## config.mk

```make
export PLATFORM = sky130hd
export DESIGN_NAME = m_trap_ctrl
export DESIGN_NICKNAME = d
export VERILOG_FILES = /design/src/rtl/csr_pkg.sv /design/src/rtl/irq_sync.sv /design/src/rtl/m_trap_ctrl.sv
export SDC_FILE = /design/constraint.sdc
export NUM_CORES = 1
export LEC_CHECK = 0
export ABC_CLOCK_PERIOD_IN_PS = 4100
export CORE_ASPECT_RATIO = 1.75
export CORE_MARGIN = 4
export CORE_UTILIZATION = 50
export DETAILED_ROUTE_END_ITERATION = 7
export GPL_ROUTABILITY_DRIVEN = 0
export PLACE_DENSITY = 0.81
export SYNTH_ARGS = -nofsm -noshare
export SYNTH_HDL_FRONTEND = slang
export SYNTH_HIERARCHICAL = 1
export SYNTH_SLANG_ARGS = --single-unit
```

## constraint.sdc

```tcl
create_clock -name clk -period 4.1 [get_ports clk]
set_input_delay 1.025 -clock clk [delete_from_list [all_inputs] [get_ports clk]]
set_output_delay 1.025 -clock clk [all_outputs]
set_load 0.05 [all_outputs]
```

## src/rtl/csr_pkg.sv

```systemverilog
// rtl/csr_pkg.sv - CSR addresses, interrupt cause codes, trap FSM states and mie/mip bit packing
package csr_pkg;

  localparam logic [11:0] CSR_MSTATUS  = 12'h300;
  localparam logic [11:0] CSR_MIE      = 12'h304;
  localparam logic [11:0] CSR_MTVEC    = 12'h305;
  localparam logic [11:0] CSR_MSTATUSH = 12'h310;
  localparam logic [11:0] CSR_MSCRATCH = 12'h340;
  localparam logic [11:0] CSR_MEPC     = 12'h341;
  localparam logic [11:0] CSR_MCAUSE   = 12'h342;
  localparam logic [11:0] CSR_MTVAL    = 12'h343;
  localparam logic [11:0] CSR_MIP      = 12'h344;

  localparam logic [4:0] IRQ_CODE_MSI     = 5'd3;
  localparam logic [4:0] IRQ_CODE_MTI     = 5'd7;
  localparam logic [4:0] IRQ_CODE_MEI     = 5'd11;
  localparam logic [4:0] IRQ_CODE_CUSTOM0 = 5'd16;

  typedef enum logic {
    ST_RUN      = 1'b0,
    ST_IRQ_PEND = 1'b1
  } trap_state_e;

  // Places the interrupt sources at their mie/mip bit positions; custom
  // sources beyond num_custom are forced to zero.
  function automatic logic [31:0] irq_pad(input logic msi, input logic mti, input logic mei,
                                          input logic [15:0] custom, input int num_custom);
    logic [31:0] v;
    v     = '0;
    v[3]  = msi;
    v[7]  = mti;
    v[11] = mei;
    for (int i = 0; i < 16; i++) begin
      if (i < num_custom) v[16+i] = custom[i];
    end
    return v;
  endfunction

endpackage

```

## src/rtl/irq_sync.sv

```systemverilog
// rtl/irq_sync.sv - multi-stage flop chain synchroniser for asynchronous interrupt inputs
module irq_sync #(
  parameter int WIDTH  = 1,
  parameter int STAGES = 2
) (
  input  logic             clk,
  input  logic             rst_n,
  input  logic [WIDTH-1:0] d_i,
  output logic [WIDTH-1:0] q_o
);

  logic [STAGES-1:0][WIDTH-1:0] chain;

  // Shift the raw inputs through STAGES flops; the last stage is the clean copy.
  always_ff @(posedge clk or negedge rst_n) begin
    if (!rst_n) begin
      chain <= '0;
    end else begin
      chain <= {chain[STAGES-2:0], d_i};
    end
  end

  assign q_o = chain[STAGES-1];

endmodule

```

## src/rtl/m_trap_ctrl.sv

```systemverilog
// rtl/m_trap_ctrl.sv - machine-mode trap controller: CSRs, interrupt arbitration and trap entry/return
module m_trap_ctrl
  import csr_pkg::*;
#(
  parameter int          NUM_CUSTOM_IRQ = 4,
  parameter bit          VECTORED_EN    = 1'b1,
  parameter int          SYNC_STAGES    = 2,
  parameter logic [31:0] RESET_VECTOR   = 32'h0000_0000
) (
  input  logic        clk,
  input  logic        rst_n,
  input  logic        irq_ext_i,
  input  logic        irq_timer_i,
  input  logic        irq_soft_i,
  input  logic [(NUM_CUSTOM_IRQ > 0 ? NUM_CUSTOM_IRQ : 1)-1:0] irq_custom_i,
  input  logic        csr_we_i,
  input  logic [11:0] csr_addr_i,
  input  logic [31:0] csr_wdata_i,
  output logic [31:0] csr_rdata_o,
  output logic        csr_illegal_o,
  input  logic        exc_valid_i,
  input  logic [4:0]  exc_code_i,
  input  logic [31:0] exc_pc_i,
  input  logic [31:0] exc_tval_i,
  output logic        trap_valid_o,
  input  logic        trap_ack_i,
  input  logic [31:0] epc_i,
  input  logic        mret_i,
  output logic [31:0] handler_pc_o,
  output logic [31:0] mepc_o
);

  localparam int          CUST_W   = (NUM_CUSTOM_IRQ > 0) ? NUM_CUSTOM_IRQ : 1;
  localparam int          SYNC_W   = CUST_W + 3;
  localparam logic [31:0] MIE_MASK = irq_pad(1'b1, 1'b1, 1'b1, 16'hFFFF, NUM_CUSTOM_IRQ);

  logic [SYNC_W-1:0] sync_q;
  logic [15:0]       custom16;
  logic [31:0]       mip_w;
  logic [31:0]       pending;
  logic              any_pending;
  logic [4:0]        win_code;

  logic              mstatus_mie, mstatus_mpie;
  logic [31:0]       mie_q, mtvec_q, mscratch_q, mepc_q, mcause_q, mtval_q;
  logic              last_trap_irq;
  logic [4:0]        trap_code_q;

  trap_state_e       state_q, state_d;
  logic [4:0]        cause_q, cause_d;
  logic              irq_entry;

  irq_sync #(.WIDTH(SYNC_W), .STAGES(SYNC_STAGES)) u_irq_sync (
    .clk   (clk),
    .rst_n (rst_n),
    .d_i   ({irq_custom_i, irq_ext_i, irq_timer_i, irq_soft_i}),
    .q_o   (sync_q)
  );

  // Unpack the synchronised sources into mip bit positions and find the winner.
  always_comb begin
    custom16             = '0;
    custom16[CUST_W-1:0] = sync_q[SYNC_W-1:3];
    mip_w       = irq_pad(sync_q[0], sync_q[1], sync_q[2], custom16, NUM_CUSTOM_IRQ);
    pending     = mip_w & mie_q & {32{mstatus_mie}};
    any_pending = |pending;
    win_code    = IRQ_CODE_MEI;
    if (pending[11])     win_code = IRQ_CODE_MEI;
    else if (pending[3]) win_code = IRQ_CODE_MSI;
    else if (pending[7]) win_code = IRQ_CODE_MTI;
    else begin
      // Descending scan so the lowest pending custom index is the last to assign.
      for (int i = 15; i >= 0; i--) begin
        if (pending[16+i]) win_code = IRQ_CODE_CUSTOM0 + 5'(i);
      end
    end
  end

  // Trap FSM state and frozen interrupt cause.
  always_ff @(posedge clk or negedge rst_n) begin
    if (!rst_n) begin
      state_q <= ST_RUN;
      cause_q <= '0;
    end else begin
      state_q <= state_d;
      cause_q <= cause_d;
    end
  end

  // Next-state: latch a winner in RUN, wait for ack or a pre-empting exception in IRQ_PEND.
  always_comb begin
    state_d   = state_q;
    cause_d   = cause_q;
    irq_entry = 1'b0;
    case (state_q)
      ST_RUN: begin
        if (!exc_valid_i && any_pending) begin
          state_d = ST_IRQ_PEND;
          cause_d = win_code;
        end
      end
      ST_IRQ_PEND: begin
        if (exc_valid_i) begin
          state_d = ST_RUN;
        end else if (trap_ack_i) begin
          state_d   = ST_RUN;
          irq_entry = 1'b1;
        end
      end
      default: state_d = ST_RUN;
    endcase
  end

  assign trap_valid_o = (state_q == ST_IRQ_PEND);

  // CSR state; later statements win, giving exception > ack > mret > software write.
  always_ff @(posedge clk or negedge rst_n) begin
    if (!rst_n) begin
      mstatus_mie   <= 1'b0;
      mstatus_mpie  <= 1'b0;
      mie_q         <= '0;
      mtvec_q       <= {RESET_VECTOR[31:2], 2'b00};
      mscratch_q    <= '0;
      mepc_q        <= '0;
      mcause_q      <= '0;
      mtval_q       <= '0;
      last_trap_irq <= 1'b0;
      trap_code_q   <= '0;
    end else begin
      if (csr_we_i) begin
        case (csr_addr_i)
          CSR_MSTATUS: begin
            mstatus_mie  <= csr_wdata_i[3];
            mstatus_mpie <= csr_wdata_i[7];
          end
          CSR_MIE:      mie_q      <= csr_wdata_i & MIE_MASK;
          CSR_MTVEC:    mtvec_q    <= {csr_wdata_i[31:2], 1'b0,
                                       VECTORED_EN && (csr_wdata_i[1:0] == 2'b01)};
          CSR_MSCRATCH: mscratch_q <= csr_wdata_i;
          CSR_MEPC:     mepc_q     <= csr_wdata_i & 32'hFFFF_FFFC;
          CSR_MCAUSE:   mcause_q   <= csr_wdata_i;
          CSR_MTVAL:    mtval_q    <= csr_wdata_i;
          default: ;
        endcase
      end
      if (mret_i) begin
        mstatus_mie  <= mstatus_mpie;
        mstatus_mpie <= 1'b1;
      end
      if (irq_entry) begin
        mepc_q        <= epc_i & 32'hFFFF_FFFC;
        mcause_q      <= {1'b1, 26'b0, cause_q};
        mtval_q       <= '0;
        mstatus_mpie  <= mstatus_mie;
        mstatus_mie   <= 1'b0;
        last_trap_irq <= 1'b1;
        trap_code_q   <= cause_q;
      end
      if (exc_valid_i) begin
        mepc_q        <= exc_pc_i & 32'hFFFF_FFFC;
        mcause_q      <= {27'b0, exc_code_i};
        mtval_q       <= exc_tval_i;
        mstatus_mpie  <= mstatus_mie;
        mstatus_mie   <= 1'b0;
        last_trap_irq <= 1'b0;
        trap_code_q   <= exc_code_i;
      end
    end
  end

  // Combinational CSR read port and illegal-address decode.
  always_comb begin
    csr_rdata_o   = '0;
    csr_illegal_o = 1'b0;
    case (csr_addr_i)
      CSR_MSTATUS:  csr_rdata_o = {19'b0, 2'b11, 3'b0, mstatus_mpie, 3'b0, mstatus_mie, 3'b0};
      CSR_MSTATUSH: csr_rdata_o = '0;
      CSR_MIE:      csr_rdata_o = mie_q;
      CSR_MTVEC:    csr_rdata_o = mtvec_q;
      CSR_MSCRATCH: csr_rdata_o = mscratch_q;
      CSR_MEPC:     csr_rdata_o = mepc_q;
      CSR_MCAUSE:   csr_rdata_o = mcause_q;
      CSR_MTVAL:    csr_rdata_o = mtval_q;
      CSR_MIP:      csr_rdata_o = mip_w;
      default:      csr_illegal_o = 1'b1;
    endcase
  end

  // Vectored offset only applies to interrupts; exceptions always land on the base.
  always_comb begin
    handler_pc_o = {mtvec_q[31:2], 2'b00};
    if (mtvec_q[0] && last_trap_irq) begin
      handler_pc_o = {mtvec_q[31:2], 2'b00} + {25'b0, trap_code_q, 2'b00};
    end
  end

  assign mepc_o = mepc_q;

endmodule

```

==> results_dict.tcl <==
set metrics [dict create \
    fillers 1396 \
    synth_seq_area_share_pct 46.1 \
    power_report.internal_total_mw 3.47 \
    timing.hold.worst.class "flop to flop" \
    status "finished clean" \
    power.ir.vdd_worst_uv 335 \
    pin_count 256 \
    coreArea_sq_um 20400 \
    vias_per_cell 6.10 \
    row_count 69 \
    post_synth_num_cell_types 58 \
    hold_buffers 0 \
    max_freq_mhz 248 \
    fin_util_pct 72.6 \
    final-instance-count-excl-fill 1626 \
    fin_crit_ns 4.03 \
    place_ws_ns -0.202 \
    grt_usage_pct 30.8 \
    required_ns 3.07 \
    floorplan.initialDensity_pct 51.1 \
    clock_latency_ns 0.44 \
    port_buffers 247 \
    nets 1529 \
    cts_buffers 17 \
    grt_antenna_before_repair 1 \
    worst_hold_slack_after_final_layout_ns 0.348 \
    fp.dieH_um 199 \
    cts_htree_levels 4 \
    comb_power_share_pct 16.0 \
    synthTopCellsByArea "dfrtp_1 46%, a21oi_1 7.4%, nand2_1 6.8%, mux2_2 4.4%, mux2_4 4.3%" \
    p_seq_share_pct 43.7 \
    cts.root.buffer_cell "clkbuf_16" \
    clock_tree.buffer_depth 2 \
    power.density_nw_per_um2 320 \
    drc 0 \
    post_synth.cell_area_avg_sq_um 9.30 \
    synth.largest_area_cell "dfrtp_1" \
    share_of_async_settable_or_async_resettable_flops_after_synthesis_pct 100 \
    synth-warning-count 6 \
    global_route_wire_length_before_repair_um 54600 \
    flow.area_growth_from_synthesis_pct 42.1 \
    route.antenna.remaining_nets 0 \
    first_pass_iters 5 \
    setup_violations 0 \
    fin_ws_ns 0.0667 \
    timing.final.hold_violations 0 \
    switchingPower_mw 1.26 \
    synth_enable_flop_cells 0 \
    crit_arrival_ns 3.01 \
    globalRouteOverflowTotal 0 \
    report.final.slew_viol_count 0 \
    power.share.switching_pct 26.7 \
    setup_total_neg_slack_ns 0 \
    p_leak_nw 6.61 \
    layout-drive-gt1-share_pct 20.1 \
    crit_fanout 8 \
    number_of_global_route_vias_before_repair 10225 \
    clock-skew-final_ns 0.00513 \
    die_w_um 117 \
    place_inst 1583 \
    setup_repair_after_global_routing_missed_its_margin "false" \
    vias 9922 \
    pin_count_of_the_biggest_net_entering_global_routing 108 \
    drt_iter0_markers 837 \
    finalWirelength_um 36300 \
    max_cap_viol_count 0 \
    worstMarginPinSlew_ns 0.946 \
    worst_setup_hold_path_clk_slew_ns 0.07 \
    dieArea_sq_um 23300 \
    clock_sink_count 192 \
    synth_top_cell_area_share_pct 46.1 \
    wl_per_cell_um 22.3 \
    syn_area_sq_um 10400 \
    endpoint_kind_of_the_worst_setup_timing_path "primary output" \
    synth-main-ff-cell "dfrtp_1" \
    postSynthRegisterBits 192 \
    cts_tree "built" \
    crit_type "input pin to primary output" \
    dp.final_hpwl_um 25000 \
    share_of_total_power_in_the_clock_network_pct 40.3 \
    timing.critical_path.from_type "input pin" \
    relative_slew_slack_pct 36.3 \
    timing.final.crit_share_pct 98.4 \
    post_synth_inst_count 1120 \
]
==> cell usage after synthesis, drive strengths merged, types with 2 or more instances <==
cell and instances:
a21o 3, a21oi 153, a222oi 6, a22oi 54, a2bb2oi 5, a31oi 4, and2 6, and3 6
buf 43, clkbuf 46, dfrtp 192, ha 5, inv 34, mux2 72, mux2i 39, mux4 3
nand2 190, nand2b 3, nand3 16, nand4 9, nor2 76, nor2b 2, nor3 8, nor3b 4
nor4 3, nor4b 3, o21a 4, o21ai 80, o22a 2, or2 2, or3 3, or4 2
or4b 2, xnor2 12, xor2 16
==> layer usage <==
metal | up-vias | wire length (um) | global-route usage (%)
li1 | 4415 | - | -
met1 | 4797 | 12700 | 35.2
met2 | 568 | 18600 | 53.2
met3 | 142 | 2570 | 5.08
met4 | 0 | 2440 | 18.3
met5 | - | 0 | 0
==> cell families after synthesis <==
logic type               after synthesis  synth area share [%]
AND/OR/NAND/NOR                      337                  14.1
AO/OA/AOI/OAI                        319                  17.7
flip-flops                           192                  46.1
buffers and inverters                123                  5.59
multiplexers                         114                  13.3
XOR/XNOR                              28                  2.35
adder cells (fa/ha/maj)                6                 0.793
other                                  1                0.0360
==> final timing paths <==
kind	from	slack [ns]	cells after the start	to
setup / recovery	csr_addr_i[3]	0.07	8	csr_rdata_o[0]
hold / removal	u_irq_sync/chain[0]	0.35	0	u_irq_sync/q_o[0]
setup reg to reg	trap_valid_o	2.11	5	mepc_o[24]
hold reg to reg	u_irq_sync/chain[0]	0.35	0	u_irq_sync/q_o[0]
max in group asynchronous	rst_n	2.57	2	mtvec_q[8]
min in group asynchronous	rst_n	0.67	1	mtval_q[21]
==> cell type report <==
class	count	area [sq um]	share of cell area [%]
antenna	1	2.50	0.0169
timing repair buffer	312	3650	24.7
clock buffer	18	439	2.97
inverter	34	128	0.862
clock inverter	13	234	1.58
tap	248	310	2.10
multi-input combinational	808	5230	35.4
sequential	192	4800	32.5
==> worst max-delay path: stages <==
cell and delay (ns):
dlygate4sd2_1 0.26, or4b_4 0.51, nor4_4 0.20, buf_4 0.18
and3_4 0.28, buf_12 0.16, a221o_1 0.24, buf_12 0.16
==> sequential cells by signal, indices dropped and copies added (netlist names) <==
name and count:
mcause_q 32, mscratch_q 32, mtval_q 32, mtvec_q 31, mepc_o 30, mie_q 7, u_irq_sync/chain 7, u_irq_sync/q_o 7
cause_q 5, trap_code_q 5, last_trap_irq 1, mstatus_mie 1, mstatus_mpie 1, trap_valid_o 1
==> cell usage in the layout, fill, tap and decap left out, drive strengths merged, types with 9 or more instances in the layout <==
cell type / n
inv: 35
o21ai: 80
clkbuf: 22
a21oi: 153
clkdlybuf4s50: 179
dfrtp: 192
nand3: 16
xnor2: 12
nor2: 76
mux2i: 39
mux2: 72
nand2: 190
buf: 121
nand4: 9
a22oi: 54
xor2: 16
==> stage by stage <==
stage / total power [mW] / cell area, sq um
finish: 4.74 / 14800
global route: 4.90 / 14800
CTS: 4.74 / 14700
detailed placement: 2.85 / 13800
global placement: 2.83 / 13800
floorplan: 2.46 / 10500
==> power groups by stage <==
stage / registers (mW) / logic, mW / clock network [mW]
3_3_place_gp: 2.10 / 0.733 / 0
5_1_grt: 2.08 / 0.812 / 2.01
4_1_cts: 2.07 / 0.753 / 1.92
6_report: 2.07 / 0.756 / 1.91
2_1_floorplan: 2.22 / 0.248 / 0
3_5_place_dp: 2.10 / 0.749 / 0
==> repair_timing <==
action,4_1_cts,5_1_grt
setup endpoints to repair,31,35
endpoints found under the hold margin,0,0
pin swaps,2,3
cloned,3,3
resized for setup,24,14
setup buffers,7,1
No activity file was read; power rests on OpenSTA's default activity.
